**src/rtl/i2s_dac_tx.sv**
```systemverilog
// Stereo I2S transmitter: BCLK/LRCLK generation, one-pair shadow buffer, MSB-first serialiser.
// Output pins change only when the internal BCLK divider fires; every output is a flop.
module i2s_dac_tx #(
  parameter int DATA_WIDTH = 16,
  parameter int SLOT_BITS  = 32,
  parameter int BCLK_DIV   = 4
) (
  input  logic                  clk,
  input  logic                  reset,
  input  logic                  sample_valid,
  input  logic [DATA_WIDTH-1:0] audio_left_in,
  input  logic [DATA_WIDTH-1:0] audio_right_in,
  output logic                  bclk,
  output logic                  lrclk,
  output logic                  dacdat,
  output logic                  sample_req,
  output logic                  underrun,
  output logic                  overrun
);

  localparam int DIV_W = (BCLK_DIV > 1) ? $clog2(BCLK_DIV) : 1;
  localparam int BIT_W = $clog2(2 * SLOT_BITS);

  localparam logic [DIV_W-1:0] DIV_LAST = DIV_W'(BCLK_DIV - 1);
  localparam logic [BIT_W-1:0] BIT_LAST = BIT_W'(2 * SLOT_BITS - 1);
  localparam logic [BIT_W-1:0] SLOT_SZ  = BIT_W'(SLOT_BITS);

  logic [DIV_W-1:0]      div_cnt_q, div_cnt_d;
  logic [BIT_W-1:0]      bit_cnt_q, bit_cnt_d;
  logic                  bclk_q, bclk_d;
  logic                  lrclk_q, lrclk_d;
  logic                  dacdat_q, dacdat_d;
  logic                  sample_req_q, sample_req_d;
  logic                  underrun_q, underrun_d;
  logic                  overrun_q, overrun_d;
  logic                  pending_q, pending_d;
  logic [DATA_WIDTH-1:0] shadow_l_q, shadow_l_d;
  logic [DATA_WIDTH-1:0] shadow_r_q, shadow_r_d;
  logic [DATA_WIDTH-1:0] active_l_q, active_l_d;
  logic [DATA_WIDTH-1:0] active_r_q, active_r_d;

  logic                  div_tick;
  logic                  bclk_fall;
  logic [BIT_W-1:0]      bit_nxt;
  logic                  lr_nxt;
  logic [BIT_W-1:0]      slot_pos;
  logic                  frame_load;
  logic [DATA_WIDTH-1:0] tx_word;
  logic                  tx_bit;

  always_comb begin
    div_tick   = (div_cnt_q == DIV_LAST);
    bclk_fall  = div_tick & bclk_q;
    bit_nxt    = (bit_cnt_q == BIT_LAST) ? '0 : bit_cnt_q + BIT_W'(1);
    lr_nxt     = (bit_nxt >= SLOT_SZ);
    slot_pos   = lr_nxt ? (bit_nxt - SLOT_SZ) : bit_nxt;
    frame_load = bclk_fall && (bit_nxt == '0);
    tx_word    = lr_nxt ? active_r_q : active_l_q;

    // Slot position 0 is the one-BCLK I2S delay; positions past the sample are zero padding.
    tx_bit = 1'b0;
    for (int i = 0; i < DATA_WIDTH; i++) begin
      if (slot_pos == BIT_W'(DATA_WIDTH - i)) begin
        tx_bit = tx_word[i];
      end
    end
  end

  always_comb begin
    div_cnt_d    = div_tick ? '0 : div_cnt_q + DIV_W'(1);
    bclk_d       = bclk_q ^ div_tick;
    bit_cnt_d    = bit_cnt_q;
    lrclk_d      = lrclk_q;
    dacdat_d     = dacdat_q;
    sample_req_d = 1'b0;
    underrun_d   = 1'b0;
    overrun_d    = 1'b0;
    pending_d    = pending_q;
    shadow_l_d   = shadow_l_q;
    shadow_r_d   = shadow_r_q;
    active_l_d   = active_l_q;
    active_r_d   = active_r_q;

    if (bclk_fall) begin
      bit_cnt_d = bit_nxt;
      lrclk_d   = lr_nxt;
      dacdat_d  = tx_bit;
    end

    if (frame_load) begin
      sample_req_d = 1'b1;
      if (sample_valid) begin
        active_l_d = audio_left_in;
        active_r_d = audio_right_in;
        pending_d  = 1'b0;
      end else if (pending_q) begin
        active_l_d = shadow_l_q;
        active_r_d = shadow_r_q;
        pending_d  = 1'b0;
      end else begin
        underrun_d = 1'b1;
      end
    end else if (sample_valid) begin
      shadow_l_d = audio_left_in;
      shadow_r_d = audio_right_in;
      pending_d  = 1'b1;
      overrun_d  = pending_q;
    end
  end

  always_ff @(posedge clk) begin
    if (reset) begin
      div_cnt_q    <= '0;
      bit_cnt_q    <= BIT_LAST;
      bclk_q       <= 1'b0;
      lrclk_q      <= 1'b0;
      dacdat_q     <= 1'b0;
      sample_req_q <= 1'b0;
      underrun_q   <= 1'b0;
      overrun_q    <= 1'b0;
      pending_q    <= 1'b0;
      shadow_l_q   <= '0;
      shadow_r_q   <= '0;
      active_l_q   <= '0;
      active_r_q   <= '0;
    end else begin
      div_cnt_q    <= div_cnt_d;
      bit_cnt_q    <= bit_cnt_d;
      bclk_q       <= bclk_d;
      lrclk_q      <= lrclk_d;
      dacdat_q     <= dacdat_d;
      sample_req_q <= sample_req_d;
      underrun_q   <= underrun_d;
      overrun_q    <= overrun_d;
      pending_q    <= pending_d;
      shadow_l_q   <= shadow_l_d;
      shadow_r_q   <= shadow_r_d;
      active_l_q   <= active_l_d;
      active_r_q   <= active_r_d;
    end
  end

  assign bclk       = bclk_q;
  assign lrclk      = lrclk_q;
  assign dacdat     = dacdat_q;
  assign sample_req = sample_req_q;
  assign underrun   = underrun_q;
  assign overrun    = overrun_q;

endmodule

```
**config.mk**
```make
export PLATFORM = sky130hd
export DESIGN_NAME = i2s_dac_tx
export DESIGN_NICKNAME = d
export VERILOG_FILES = /design/src/rtl/i2s_dac_tx.sv
export SDC_FILE = /design/constraint.sdc
export NUM_CORES = 1
export LEC_CHECK = 0
export ABC_AREA = 1
export BUFFER_PORTS_ARGS = -buffer_cell sky130_fd_sc_hd__buf_2
export CAP_MARGIN = 20
export CORE_MARGIN = 1
export CORE_UTILIZATION = 58
export DETAILED_ROUTE_END_ITERATION = 10
export GPL_ROUTABILITY_DRIVEN = 0
export PLACE_DENSITY_LB_ADDON = 0.25
export SETUP_SLACK_MARGIN = 0.15
export SLEW_MARGIN = 20
export SYNTH_ARGS = -nofsm -noshare
export SYNTH_HDL_FRONTEND = slang
export SYNTH_SLANG_ARGS = --single-unit
```
**constraint.sdc**
```tcl
create_clock -name clk -period 2.8 [get_ports clk]
set_clock_uncertainty 0.15 [all_clocks]
set_input_delay 0.42 -clock clk [delete_from_list [all_inputs] [get_ports clk]]
set_output_delay 0.42 -clock clk [all_outputs]
set_load 0.02 [all_outputs]
```
-- Word-level counts from Yosys, hierarchy flattened
Index checks and enable logic that the tools add are counted.
- word-level logic and storage cells: 73
- output and inout bits: 6
- flip-flop bits (word level): 79
- input port bits: 35
- reduce and logical (&&, ||, !) cells: 9
- bitwise logic cells: 4
- equality and inequality tests: 18
- magnitude comparators: 1
- muxes and demuxes: 25
- $add $sub $neg: 3
- operator list (operator ; number):
    16-bit two-way mux ; 5
    6-bit by 4-bit == test with 1-bit output (second input constant) ; 8
    6-bit by 3-bit == test with 1-bit output (second input constant) ; 4
    1-bit two-way mux ; 18
    6-bit by 2-bit == test with 1-bit output (second input constant) ; 2
    6-bit two-way mux ; 2
    6-bit by 1-bit adder with 6-bit output (second input constant) ; 1
    6-bit by 1-bit == test with 1-bit output (second input constant) ; 1
    6-bit by 5-bit == test with 1-bit output (second input constant) ; 1
    6-bit == test (second input constant) ; 1
    6-bit >= comparator (second input constant) ; 1
    6-bit zero test ; 1
    3-bit OR reduction ; 2
    6-bit subtractor (second input constant) ; 1
    2-bit AND reduction ; 2
    2-bit OR reduction ; 2
    2-bit by 1-bit adder with 2-bit output (second input constant) ; 1
    2-bit == test (second input constant) ; 1
    1-bit NOT ; 2
    2-bit nonzero test ; 1
    1-bit AND ; 1
    1-bit logical AND ; 1
    1-bit XOR ; 1

-- Depth between registers and ports, before layout
Gate-level depths: netlist of run 1.
- depth after elaboration: 21
- depth in mapped cells: 24
- gate-level depth less buffers: 24

-- Least setup slack after synthesis of run 1
OpenSTA, ideal clock, no wires.
- kind: reg2reg
- start: register bit_cnt_q[0]
- end: register dacdat_q, in the netlist dacdat
- buffers on the path: 0
- arrival: 1.998 ns
- setup slack: 0.530 ns
- setup time: 0.122 ns
- required time: 2.528 ns
- cell stages (with the launch flop): 22
- period minus slack after synthesis: 2.270 ns
- cells stage by stage: dfxtp_1 > ha_1 > nand2_2 > nor2_2 > inv_2 > nand2_1 > inv_1 > nor2_1 > nand3_1 > a21boi_1 > nand2_1 > nand2_1 > nand2_1 > nand3_1 > nand2_1 > nand2_1 > nand2_1 > nand2_1 > nand2_1 > nand4_1 > nand2_1 > a21oi_2
- longest elaborated chain between the ends: 21
- elaborated cells between the ends (all ways): 39
- those cells by class: 2 x add/sub; 1 x order compare; 17 x eq/ne; 19 x mux
- RTL lines (element ; line ; source):
    from (decl) ; 29 ; logic [BIT_W-1:0] bit_cnt_q, bit_cnt_d;
    from (signal assigned) ; 128 ; bit_cnt_q <= bit_cnt_d;
    6-bit by 1-bit adder with 6-bit output or 6-bit == test (tied branches) ; 54 ; bit_nxt = (bit_cnt_q == BIT_LAST) ? '0 : bit_cnt_q + BIT_W'(1);
    6-bit two-way mux * ; 54 ;
    6-bit subtractor or 6-bit >= comparator (tied branches) ; 56, 55 ;
    6-bit two-way mux ; 56 ; slot_pos = lr_nxt ? (bit_nxt - SLOT_SZ) : bit_nxt;
    6-bit by 5-bit == test with 1-bit output ; 63 ; if (slot_pos == BIT_W'(DATA_WIDTH - i)) begin
    1-bit two-way mux (15 in series) ; 63 ;
    1-bit two-way mux * ; 63 ;
    to (signal assigned) ; 131 ; dacdat_q <= dacdat_d;
    to (decl) ; 32 ; logic dacdat_q, dacdat_d;
Mark *: on every way between the ends. The rest lies on a longest branch, timed or not.
A chain may end at the register's enable or synchronous reset.

-- Worst setup path in the final report of run 1
- start: register bit_cnt_q[0]
- end: register active_r_q[13]
- longest elaborated chain between the ends: 5
- elaborated cells between the ends (all ways): 6
- those cells by class: 1 x add/sub; 1 x eq/ne; 1 x mux; 3 x reduce/logical
- RTL lines (element ; line ; source):
    6-bit by 1-bit adder with 6-bit output or 6-bit == test (tied branches) ; 54 ;
    6-bit two-way mux * ; 54 ;
    6-bit zero test * ; 57 ; frame_load = bclk_fall && (bit_nxt == '0);
    1-bit logical AND * ; 57 ;
    2-bit AND reduction (no source line) * ; - ;
    to (signal assigned) ; 139 ; active_r_q <= active_r_d;
    to (decl) ; 40 ; logic [DATA_WIDTH-1:0] active_r_q, active_r_d;
Marked as above.

==> results.cfg, run 1 <==
[final_layout]
fin_util_pct = 69.3
drive_above_1_share_pct = 17.1
fin_area_um2 = 4130
num_antenna_cells = 0
final_cells = 620
area_growth_syn_to_layout_pct = 15.1
nets = 584

[outcome]
outcome = finished, final reports clean

[timing]
timing.final.crit_share_pct = 89.6
rsz0062_at_grt = false
hold_violations = 0
slew_violations = 0
fin_crit_ns = 2.51
tightest_slew_ns = 0.574
slew_headroom_pct = 61.7
fmax_mhz = 398
tns_ns = 0
setup_viol = 0

[clock_network]
clock_path_buffers = 2
ctsHoldBuffers = 0
insertion_delay_ns = 0.35
path_clk_slew_ns = 0.08
cts_made_buffers = 9
cts_sinks = 79
cts_tree = done
h-tree-depth = 3
clockRootBuffer = clkbuf_8

[global_routing]
grt_max_degree = 69
first_global_vias = 3140
grtUsageTotal_pct = 28.1
grt_pass1_wl_mm = 14.0
grt.overflow.total = 0
antenna_found_initial = 0

[yosys]
synth.distinct_cells = 33
avgSynthCellArea_um2 = 7.15
ys_seq_area_share_pct = 44.1
synth_top_flop_cell = dfxtp_1
netlist_area_um2 = 3590
ys_seq_elements = 79
synth_nets = 544
ys_warn_count = 0
synthArstFlopShare_pct = 0
postSynthCellCount = 502
synth_edf_count = 0

[placement]
placed_cell_area_um2 = 3810
io_buffers = 40
dpl.cell_count = 597
dpl.hpwl_mm = 5.75

[power_and_ir_drop]
p_leak_nw = 1.84
combPwrFrac_pct = 8.8
swShare_pct = 25.0
seq_power_share_pct = 54.4
p_int_mw = 1.64
pwr-share-clk_pct = 36.8
p_sw_mw = 0.546
power_density_nw_per_um2 = 529
ir_drop_v = 0.000377

[min_path]
hold_class = primary input to flop

[worst_setup_path]
crit_chain = ha_4 > nand2_2 > nor2_4 > inv_2 > nor2_4 > inv_1 > nand2_1 > nand2_2 > nor4_4 > inv_2 > a21oi_4 > buf_12 > o21ai_1 > a31oi_1
cp.arrival_ns = 2.63
cpLargestDelayFamily = simple AND/OR/NAND/NOR gates
crit_buf_inv = 4
cp.required_ns = 2.92
worstSetupPathType = flop to flop
crit_path_start_kind = flop
cpPeakStageDelay_ns = 0.41
crit_fanout = 47
end_kind = flop
slowest_stage = dfxtp_4

[route]
drc = 0
dr.first_iter.drc_count = 250
routed_via_density = 5.62
post_drt_wl_per_cell_um = 14.3
ant_nets = 0
drt_wl_total_mm = 8.88
via_count = 3483
drt-pass1-iter-count = 6

[floorplan]
die_w_um = 80.6
initial_core_util_pct = 60.2
io_pins = 41
dieArea_um2 = 6500
coreArea_um2 = 5960
std_cell_rows = 28
die_h_um = 80.6

[job]
max-cap-violations = 0
## cells in the mapped netlist, types with 6 or more instances
| cell | number | share of area (%) |
|---|---|---|
| dfxtp_1 | 79 | 44 |
| nor2_1 | 85 | 8.9 |
| nand2_1 | 120 | 13 |
| inv_1 | 26 | 2.7 |
| a21oi_1 | 9 | 1.3 |
| a31oi_1 | 34 | 5.9 |
| clkbuf_1 | 18 | 1.9 |
| o21ai_0 | 46 | 6.4 |
| nand3_1 | 8 | 1.1 |
| o21ai_1 | 28 | 3.9 |
| ha_1 | 7 | 2.4 |
| buf_2 | 6 | 0.84 |
## cells in the final DEF (no fill, tap or decap), types with 2 or more instances in the layout
master / n
inv_1: 25
o21ai_0: 46
nand2_1: 119
a21oi_1: 9
inv_2: 4
nor2_1: 82
a31oi_1: 34
dfxtp_1: 77
nor2_2: 3
ha_1: 6
nand2_2: 4
buf_2: 40
nor2_4: 2
clkbuf_8: 9
nor3_1: 4
o21bai_1: 4
o21ai_1: 28
clkinv_2: 2
nand3_1: 7
dfxtp_4: 2
buf_4: 16
## path summary, 6_finish.rpt
path               startpoint        endpoint  slack (ns)  depth (start not counted)
min          audio_left_in[9]   shadow_l_q[9]        0.15                          3
max reg2reg      bit_cnt_q[0]  active_r_q[13]        0.29                         14
min reg2reg      div_cnt_q[0]    div_cnt_q[0]        0.28                          1
max              bit_cnt_q[0]  active_r_q[13]        0.29                         14
## worst reg2reg max path: stages, from the launching register on
cell and delay (ns):
dfxtp_4 0.41, ha_4 0.15, nand2_2 0.07, nor2_4 0.15
inv_2 0.06, nor2_4 0.12, inv_1 0.07, nand2_1 0.09
nand2_2 0.11, nor4_4 0.20, inv_2 0.10, a21oi_4 0.20
buf_12 0.24, o21ai_1 0.13, a31oi_1 0.17
## timing repair
action | 4_1_cts | 5_1_grt
pin swaps | 0 | 3
resized for setup | 1 | 18
setup buffers | 0 | 8
cloned | 0 | 1
hold endpoints to repair | 0 | 0
setup endpoints to repair | 24 | 35
## kinds of logic after synthesis
logic type,synth area share [%]
adders and majority gates,2.44
and+or+nand+nor,25.5
xor gates and xnor gates,0.244
DFF,44.1
buffers and inverters,7.32
AOI/OAI and AO/OA,20.4
## layer usage
metal	vias up	routed length, um	global-route usage [%]	part of all wire, %
li1	1742	-	-	-
met2	127	4370	46.7	49
met5	-	0	0	0
met3	19	407	4.89	4.6
met4	0	163	12.1	1.8
met1	1595	3940	35.5	44
## registers in the layout, indices dropped and copies added (netlist names)
signal      cells
lrclk           1
overrun         1
pending_q       1
active_r_q     16
div_cnt_q       2
sample_req      1
dacdat          1
bit_cnt_q       6
shadow_r_q     16
underrun        1
active_l_q     16
bclk            1
shadow_l_q     16
## area by class of cell
class | instances | area, um^2
clock buffers | 10 | 128
multi-input cells | 365 | 1810
flip-flops and latches | 79 | 1590
repair buffers | 57 | 340
inverters | 30 | 120
fillers | 511 | 1830
well taps | 75 | 93.8
clock inverters | 4 | 48.8
## through the flow
stage / total power [mW] / setup WS, ns / hold slack, ns
2_1_floorplan: 1.33 / 0.530 / 0.250
3_3_place_gp: 1.39 / 0.211 / 0.265
3_5_place_dp: 1.40 / 0.121 / 0.264
4_1_cts: 2.18 / 0.170 / 0.151
5_1_grt: 2.26 / 0.0774 / 0.160
6_report: 2.18 / 0.290 / 0.154
## power by group through the flow
stage / Combinational [mW] / Sequential, mW / Clock [mW]
after floorplan: 0.122 / 1.21 / 0
after global placement: 0.180 / 1.21 / 0
after detailed placement: 0.186 / 1.21 / 0
after CTS: 0.187 / 1.19 / 0.808
after global routing: 0.221 / 1.19 / 0.851
final: 0.193 / 1.19 / 0.803
Power figures use the tool's default switching activity.
==> inputs of run 2 (changes only) <==
Clock period 2.8 ns to 2.6 ns, I/O delays scaled along.
==> run 2 against run 1 <==
Effect of this change: count of clock-buffer cells in the layout did not move; flip-flop and latch count unchanged; die area unchanged; sequential share of layout area is 2.2 points lower; clock power rose by 6.2%; design area grew 6.4%; combinational power up 15%; critical endpoint is now active_r_q[0].
==> results.cfg, run 2 (synthesis results as in run 1) <==
[outcome]
outcome = finished, final reports clean

[global_routing]
grt.overflow.total = 0
first_global_vias = 3349
antenna_found_initial = 0
grt_pass1_wl_mm = 15.3
grtUsageTotal_pct = 31.0
grt_max_degree = 37

[worst_setup_path]
startpoint = bit_cnt_q[4]
cpPeakStageDelay_ns = 0.41
cp.required_ns = 2.74
worstSetupPathType = flop to flop
rr_startpoint = bit_cnt_q[4]
end_kind = flop
cpLargestDelayFamily = simple AND/OR/NAND/NOR gates
crit_buf_inv = 3
crit_chain = nand2_1 > nor2_4 > nand2_2 > nand2_4 > nand2_8 > nor4_4 > inv_2 > a21oi_4 > buf_4 > buf_12 > o21ai_0 > a31oi_1
cp.arrival_ns = 2.56
crit_path_start_kind = flop
slowest_stage = dfxtp_1
crit_fanout = 14

[clock_network]
path_clk_slew_ns = 0.09
cts_made_buffers = 9
clockRootBuffer = clkbuf_8
cts_tree = done
h-tree-depth = 3
clock_path_buffers = 2
ctsHoldBuffers = 0
cts_sinks = 79
insertion_delay_ns = 0.36

[timing]
timing.final.crit_share_pct = 93.0
hold_violations = 0
setup_viol = 0
timing.hold.ws_ns = 0.114
tightest_slew_ns = 0.357
fin_crit_ns = 2.42
slew_headroom_pct = 76.2
rsz0062_at_grt = true
tns_ns = 0
fmax_mhz = 413
slew_violations = 0

[floorplan]
std_cell_rows = 28
initial_core_util_pct = 60.2
io_pins = 41
die_h_um = 80.6
die_w_um = 80.6
coreArea_um2 = 5960
dieArea_um2 = 6500

[placement]
io_buffers = 40
dpl.hpwl_mm = 5.67

[route]
drt-pass1-iter-count = 5
dr.first_iter.drc_count = 389
routed_via_density = 5.82
post_drt_wl_per_cell_um = 15.5
drc = 0
via_count = 3710
ant_nets = 0
drt_wl_total_mm = 9.87

[job]
max-cap-violations = 0

[power_and_ir_drop]
p_leak_nw = 1.96
power_density_nw_per_um2 = 535
ir_drop_v = 0.000407

[final_layout]
multi_input_area_um2 = 1880
fin_util_pct = 73.8
final_cell_mix = 115 x nand2_1, 81 x nor2_1, 75 x dfxtp_1
layout_commonest_cell = nand2_1
drive_above_1_share_pct = 22.4
num_antenna_cells = 0
nets = 600
regArea_um2 = 1590
area_growth_syn_to_layout_pct = 22.5
fillers = 458

[min_path]
worstHoldStart = audio_right_in[3]
hold_class = primary input to flop
[run 2: changes by cell type in the layout (fill, tap and decap cells not counted), moves of 2 or more]
cell,change
buf_4,+7
buf_6,+7
inv_1,-4
inv_2,+4
nand2_1,-4
nand2_4,+3
buf_16,+2
clkinv_4,+2
clkinvlp_4,+2
dfxtp_1,-2
ha_1,-2
o21ai_0,-2
o21ai_1,+2
[run 2: final cells by class]
cell class,count,area share [%]
Tap cell,75,2.14
Inverter,30,2.68
Sequential cell,79,36.3
Timing Repair Buffer,73,12.0
Clock inverter,6,1.05
Multi-Input combinational cell,365,42.7
Clock buffer,10,3.13
[run 2: per-layer routing]
| layer | GRT usage [%] | wire, um | vias to the layer above |
|---|---|---|---|
| li1 | - | - | 1776 |
| met1 | 37.3 | 4120 | 1700 |
| met2 | 50.9 | 4630 | 195 |
| met3 | 7.05 | 781 | 39 |
| met4 | 16.8 | 338 | 0 |
| met5 | 0 | 0 | - |
[run 2: worst reg2reg max path, cell delays in order, from the launching register on]
cell and delay [ns]:
dfxtp_1 0.41, nand2_1 0.18, nor2_4 0.16, nand2_2 0.09
nand2_4 0.14, nand2_8 0.09, nor4_4 0.30, inv_2 0.09
a21oi_4 0.18, buf_4 0.15, buf_12 0.13, o21ai_0 0.10
a31oi_1 0.19
[run 2: what timing repair did]
action	4_1_cts	5_1_grt
setup endpoints to repair	30	57
gates cloned	3	1
pin swaps	2	13
gates resized for setup	10	42
buffers inserted	9	10
[run 2: worst paths after layout]
| check | slack (ns) | to | cells past startpoint |
|---|---|---|---|
| worst max-delay path | 0.18 | active_r_q[0] | 12 |
| worst min register to register | 0.28 | underrun | 1 |
| worst min-delay path | 0.11 | shadow_r_q[3] | 3 |
| worst max register to register | 0.18 | active_r_q[0] | 12 |
[run 2: through the flow]
step	setup slack [ns]	total power [mW]	cell area [um^2]	std cells
after floorplan	0.330	1.43	3590	502
after global placement	0.155	1.50	3830	600
after detailed placement	0.0546	1.51	3830	600
after CTS	0.157	2.34	4210	628
after global routing	0.0105	2.45	4390	638
final	0.181	2.35	4390	638
[run 2: report_power, final]
group / switching (mW) / leakage, nW / internal, mW
registers: 0.0234 / 0.645 / 1.25
clock network: 0.477 / 0.0885 / 0.376
logic: 0.138 / 1.23 / 0.0829
